### config.mk
export PLATFORM = sky130hd
export DESIGN_NAME = bin_to_bcd_seq
export DESIGN_NICKNAME = d
export VERILOG_FILES = /design/src/rtl/bin_to_bcd_seq.sv
export SDC_FILE = /design/constraint.sdc
export NUM_CORES = 1
export LEC_CHECK = 0
export BUFFER_PORTS_ARGS = -buffer_cell sky130_fd_sc_hd__buf_2
export CAP_MARGIN = 30
export CORE_MARGIN = 1.5
export CORE_UTILIZATION = 40
export DETAILED_ROUTE_END_ITERATION = 8
export GPL_TIMING_DRIVEN = 0
export SLEW_MARGIN = 20
export SYNTH_ARGS = -nofsm -noshare
export SYNTH_HDL_FRONTEND = slang
export SYNTH_SLANG_ARGS = --single-unit
export TNS_END_PERCENT = 1
### constraint.sdc
create_clock -name clk -period 1.66 [get_ports clk]
set_clock_uncertainty 0.15 [all_clocks]
set_input_delay 0.166 -clock clk [delete_from_list [all_inputs] [get_ports clk]]
set_output_delay 0.166 -clock clk [all_outputs]
set_load 0.05 [all_outputs]
### src/rtl/bin_to_bcd_seq.sv
// Sequential binary-to-BCD converter (double dabble, one bit per clock).
// Result and overflow are held until the next conversion completes.
module bin_to_bcd_seq #(
  parameter int BIN_WIDTH = 14,
  parameter int DIGITS    = 4,
  parameter int MAX_VAL   = 9999
) (
  input  logic                  clk,
  input  logic                  rst_n,
  input  logic                  start,
  input  logic [BIN_WIDTH-1:0]  bin_in,
  output logic                  busy,
  output logic                  done,
  output logic [4*DIGITS-1:0]   bcd_out,
  output logic                  overflow
);

  localparam int ACC_W = 4 * DIGITS;
  localparam int CNT_W = $clog2(BIN_WIDTH + 1);
  localparam logic [CNT_W-1:0]     LAST_CNT = CNT_W'(BIN_WIDTH - 1);
  localparam logic [BIN_WIDTH-1:0] MAX_BIN  = BIN_WIDTH'(MAX_VAL);
  localparam logic [ACC_W-1:0]     ALL_NINE = {DIGITS{4'h9}};

  typedef enum logic {IDLE, SHIFT} state_t;

  state_t               state_q, state_d;
  logic [ACC_W-1:0]     acc_q, acc_d;
  logic [BIN_WIDTH-1:0] sr_q, sr_d;
  logic [CNT_W-1:0]     cnt_q, cnt_d;
  logic                 flag_q, flag_d;
  logic [ACC_W-1:0]     bcd_d;
  logic                 ovf_d;
  logic                 done_d;
  logic [ACC_W-1:0]     adj;
  logic [ACC_W-1:0]     shifted_acc;

  always_ff @(posedge clk or negedge rst_n) begin
    if (!rst_n) state_q <= IDLE;
    else        state_q <= state_d;
  end

  always_ff @(posedge clk or negedge rst_n) begin
    if (!rst_n) begin
      acc_q    <= '0;
      sr_q     <= '0;
      cnt_q    <= '0;
      flag_q   <= 1'b0;
      bcd_out  <= '0;
      overflow <= 1'b0;
      done     <= 1'b0;
    end else begin
      acc_q    <= acc_d;
      sr_q     <= sr_d;
      cnt_q    <= cnt_d;
      flag_q   <= flag_d;
      bcd_out  <= bcd_d;
      overflow <= ovf_d;
      done     <= done_d;
    end
  end

  // Add-3 per digit is 4-bit wide and never carries into the next digit.
  always_comb begin
    adj = acc_q;
    for (int unsigned i = 0; i < DIGITS; i++) begin
      if (acc_q[4*i +: 4] >= 4'd5) adj[4*i +: 4] = acc_q[4*i +: 4] + 4'd3;
    end
    shifted_acc = {adj[ACC_W-2:0], sr_q[BIN_WIDTH-1]};
  end

  always_comb begin
    state_d = state_q;
    acc_d   = acc_q;
    sr_d    = sr_q;
    cnt_d   = cnt_q;
    flag_d  = flag_q;
    bcd_d   = bcd_out;
    ovf_d   = overflow;
    done_d  = 1'b0;
    case (state_q)
      IDLE: begin
        if (start) begin
          sr_d    = bin_in;
          acc_d   = '0;
          cnt_d   = '0;
          flag_d  = (bin_in > MAX_BIN);
          state_d = SHIFT;
        end
      end
      SHIFT: begin
        acc_d = shifted_acc;
        sr_d  = {sr_q[BIN_WIDTH-2:0], 1'b0};
        cnt_d = cnt_q + CNT_W'(1);
        if (cnt_q == LAST_CNT) begin
          state_d = IDLE;
          done_d  = 1'b1;
          bcd_d   = flag_q ? ALL_NINE : shifted_acc;
          ovf_d   = flag_q;
        end
      end
      default: state_d = IDLE;
    endcase
  end

  assign busy = (state_q == SHIFT);

endmodule

# --- After elaboration in Yosys (flattened, before gate mapping) ---
# Cells that the tools add are included.
op_classes:
  addsub: 5
  mul: 0
  div_mod_pow: 0
  magnitude_cmp: 5
  eq_ne: 2
  n_shift: 0
  mux: 16
  bitwise_logic: 1
  reduce_logical: 2
ops:
  columns: ["operator", "count"]
  rows:
  - ["two-way mux 16 bit", 2]
  - ["case mux 16 bit (2 select lines)", 1]
  - ["case mux 14 bit (2 select lines)", 1]
  - ["greater-or-equal comparator 4 x 3 -> 1 bit, second input constant", 4]
  - ["two-way mux 4 bit", 4]
  - ["greater-than comparator 14 bit, second input constant", 1]
  - ["two-way mux 14 bit", 1]
  - ["adder 4 x 2 -> 4 bit, second input constant", 3]
  - ["case mux 4 bit (2 select lines)", 1]
  - ["adder 4 x 1 -> 4 bit, second input constant", 1]
  - ["equality test 4 bit, second input constant", 1]
  - ["two-way mux 1 bit", 4]
  - ["AND reduction 2 bit", 2]
  - ["adder 3 x 2 -> 3 bit, second input constant", 1]
  - ["two-way mux 3 bit", 1]
  - ["inequality test 2 bit, second input constant", 1]
  - ["case mux 1 bit (2 select lines)", 1]
  - ["NOT 1 bit", 1]
word_totals:
  register_bits: 54
  latchBits: 0
  mem_bits_rw: 0
  mem_bits_ro: 0
  input_bits: 17
  elab_cells: 39
  memories: 0

# --- Longest topological paths before layout ---
logic_depth:
  depth_word: 3
  mapped_depth: 7
  ltp_nobuf: 6

# --- Worst setup path before layout ---
# No wires, ideal clock.
synth_path:
  path_kind: "flip-flop to flip-flop"
  from: "register state_q, in the netlist busy"
  to: "register bcd_out[10]"
  setup_ns: 0.121
  t_arrival_ns: 1.354
  t_required_ns: 1.389
  slack_ns: 0.035
  path_stages_with_launch: 5
  path_buffers: 2
  cell_sequence: "dfrtp_1 > buf_2 > nand4_2 > buf_2 > a22o_1"
synth_via:
  elab_chain_len: 1
synth_lines:
  columns: ["element", "line", "rtl"]
  rows:
  - ["start: declaration", "26", "state_t state_q, state_d;"]
  - ["start signal: assignment", "39", "else state_q <= state_d;"]
  - ["AND reduction 2 bit (no line)", null, null]
  - ["end signal: assignment", "48", "bcd_out <= '0;"]
  - ["end signal: assignment", "56", "bcd_out <= bcd_d;"]
  - ["end: declaration", "14", "output logic [4*DIGITS-1:0] bcd_out,"]
# No other way between the ends.
# A chain may end at the register's enable or synchronous reset.

# --- Worst setup path in the final report ---
layout_path:
  from: "register acc_q[8]"
  to: "register bcd_out[10]"
layout_via:
  elab_chain_len: 3
  elab_cells_between_ends: 4
  cone_classes: "1 x add/sub; 1 x order compare; 2 x mux"
layout_lines:
  columns: ["element", "line", "rtl"]
  rows:
  - ["start: declaration", "27", "logic [ACC_W-1:0] acc_q, acc_d;"]
  - ["start signal: assignment", "44", "acc_q <= '0;"]
  - ["start signal: assignment", "52", "acc_q <= acc_d;"]
  - ["adder 4 x 2 -> 4 bit or greater-or-equal comparator 4 x 3 -> 1 bit (tied branches)", "66", "if (acc_q[4*i +: 4] >= 4'd5) adj[4*i +: 4] = acc_q[4*i +: 4] + 4'd3;"]
  - ["two-way mux 4 bit (*)", "66", null]
  - ["two-way mux 16 bit (*)", "97", "bcd_d = flag_q ? ALL_NINE : shifted_acc;"]
# Mark *: on every way between the ends. The rest lies on a longest branch, timed or not.

==> metrics <==
drt wl/cell=15.0 um; static leakage=1.54 nW; root buf cell=clkbuf_8; FF-to-FF setup slack=0.05 ns; first-pass GRT wire length=9560 um; total met3 wirelength after detailed routing=around 230 um; Slew @ Worst Pin=0.678 ns; antenna cell count=0; fmax=~620 MHz; Worst R2R End=bcd_out[10]$_DFFE_PN0P_; Slew Limit Fails=0; Sinks on Clock Net=54; layout cells sized above 1=28.2%; Yosys reg bits=54; Post-synth EDFFs=0; Layout fillers=589; most common cell after layout, fill and taps aside=dfrtp_1; crit path capture type=flop; clock-pin slew on the worst setup and hold paths=0.10 ns; hold path startpoint=bin_in[9]; Mapped Nets=275; CP Class=reg2reg; Hold WC Path Type=in2reg; Worst-Skew Late Latency=0.31 ns; I/O Buffers=34; Initial Util=41.4%; total CTS buffers=5; drt drc=0; placed cells=359; worst reg2reg path depth=5; metal2 WL=~2600 um; Netlist cell types=28; crit path max fanout=5; fin crit share=a little over nine tenths; Std-Cell Core Area=0.00635 mm2; min cycle time layout=1.61 ns; Cell Area, Synth=~0.0026 mm2; Die H=84.1 um; unrepaired setup endpoints after global routing=true; Layout Cells excl Fill=375; post-DP HPWL=3760 um; required time worst endpoint=1.76 ns; most frequent cells in the layout=51 x dfrtp_1, 42 x buf_2, 24 x mux2i_1; Setup crit start kind=flop; Die Wd=84.1 um; yosys warns=0; antenna-violating nets left=0; Hold Path End=sr_q[9]$_DFFE_PN0P_; Die ar.=just over 0.007 mm2; P per Cell Area=2090 mW/mm2; Syn Inst Count=around 250; largest net degree at the start of global routing=55; CTS tree=built; IO Pins=36; Finish-stage setup viols=0; total number of vias=between 1500 and 2000; post-DR vias/cell=5.18; status=completed; total iterations of the first detailed-routing run=4; met1 wire length=approximately 2700 um; Total GRT Usage=17.1%; arrival time worst endpoint=1.71 ns; Post-Route WL=5610 um; Top Metal Used=met4; CTS H-tree depth=2; Area growth syn-to-layout=20.1%; dominant synthesized flop cell=dfrtp_1; Final nets=324; Cell Rows=29; syn_area_per_cell=~11 um2; sequential-to-total area share from yosys stat=approximately half; Max-slew headroom=54.8%; Max Cap Viol=0; pre-CTS setup slack=-0.00283 ns; IR drop worst, VDD=~1.1 mV; routability cong.=0.774; asr flop ratio synth=100%; total gr overflow=0; Worst Slack Setup Final=roughly 0.051 ns; Hold Worst Slack=~0.007 ns; RR Startpoint=acc_q[8]$_DFFE_PN0P_; initial antenna violation count=0; final count of hold timing violations=0; number of global-route vias before repair=1952; starting DRC count in detailed routing=113; hold path depth=3; Longest Clk Path Bufs=2
## metrics by stage
step                instance area (um2)  power (mW)   TNS, ns  util (%)
floorplan                          2630        4.76         0         -
global placement                   2900        5.42         0      45.6
detailed placement                 2900        5.50  -0.00283      45.7
CTS                                3030        6.32         0      47.7
global route                       3160        7.10   -0.0643      49.8
finish                             3160        6.60         0      49.8
## critical path, stage by stage (launching register included)
cell      delay (ns)
dfrtp_2         0.46
ha_2            0.19
nand2b_4        0.14
a21oi_4         0.18
mux2i_2         0.29
a22o_1          0.16
## Yosys cell counts (all sizes together) (3+ instances only)
master  number  area [um2]
o21ai       21         105
xnor2        5        43.8
ha          10         125
nor2        13        51.3
nand2       21        78.8
mux2i       25         250
nor3         4        20.0
a21o         8        61.3
nand2b      14        87.6
nand3        3        15.0
inv         11        41.3
nor3b       11        82.6
a22o         8        70.1
buf         13        72.6
dfrtp       54        1350
o31ai        3        22.5
a21oi       17         100
## timing repair
item | in CTS | in global routing
pin swaps | 1 | 8
resized for setup | 4 | 23
gates cloned | 0 | 0
hold buffers | 3 | 0
setup buffers | 0 | 5
setup endpoints to repair | 3 | 24
endpoints found under the hold margin | 56 | 0
## area by class of cell
type	count	area, um2	share of cell area [%]
clock buffer	7	86.3	2.73
inverter	11	41.3	1.31
clock inverter	1	5.00	0.158
sequential	54	1360	42.9
timing repair buffer	42	240	7.60
tap	77	96.3	3.05
buffer	14	82.6	2.61
multi-input combinational	169	1250	39.7
## cells by family (layout without fill, tap and decap cells)
logic type / after synthesis / after routing / synth area share (%)
AO/OA/AOI/OAI: 59 / 59 / 14.2
XOR/XNOR: 6 / 6 / 2.00
adder cells (fa/ha/maj): 10 / 10 / 4.76
buffers and inverters: 25 / 75 / 4.47
flip-flops: 54 / 54 / 51.4
multiplexers: 25 / 25 / 9.51
AND/OR/NAND/NOR: 69 / 69 / 13.7
## power by group
group	switching, mW	internal, mW	total (mW)	leakage, nW
Clock	0.432	0.338	0.771	0.0482
Sequential	0.455	1.90	2.36	0.675
Combinational	2.07	1.40	3.47	0.812
Total	2.96	3.64	6.60	1.54
## flip-flops by register name, summed over array words and instances (netlist names)
| signal | cells |
|---|---|
| acc_q | 16 |
| bcd_out | 16 |
| busy | 1 |
| cnt_q | 4 |
| done | 1 |
| flag_q | 1 |
| overflow | 1 |
| sr_q | 14 |
## metal layers
metal	GRT usage, %	vias to the layer above
met5	0	-
met4	5.07	0
met3	3.76	4
met2	27.0	45
met1	23.8	941
li1	-	953
## how the worst max path moves through the flow
| stage | cells after the start | to | start |
|---|---|---|---|
| after floorplan | 4 | bcd_out[10]$_DFFE_PN0P_ | busy$_DFF_PN0_ |
| after global placement | 5 | bcd_out[10]$_DFFE_PN0P_ | acc_q[8]$_DFFE_PN0P_ |
| after detailed placement | 5 | bcd_out[10]$_DFFE_PN0P_ | acc_q[8]$_DFFE_PN0P_ |
| after CTS | 5 | bcd_out[6]$_DFFE_PN0P_ | acc_q[4]$_DFFE_PN0P_ |
| after global routing | 6 | bcd_out[14]$_DFFE_PN0P_ | acc_q[12]$_DFFE_PN0P_ |
| final | 5 | bcd_out[10]$_DFFE_PN0P_ | acc_q[8]$_DFFE_PN0P_ |
Note: power is estimated with default switching activity, not from simulation.
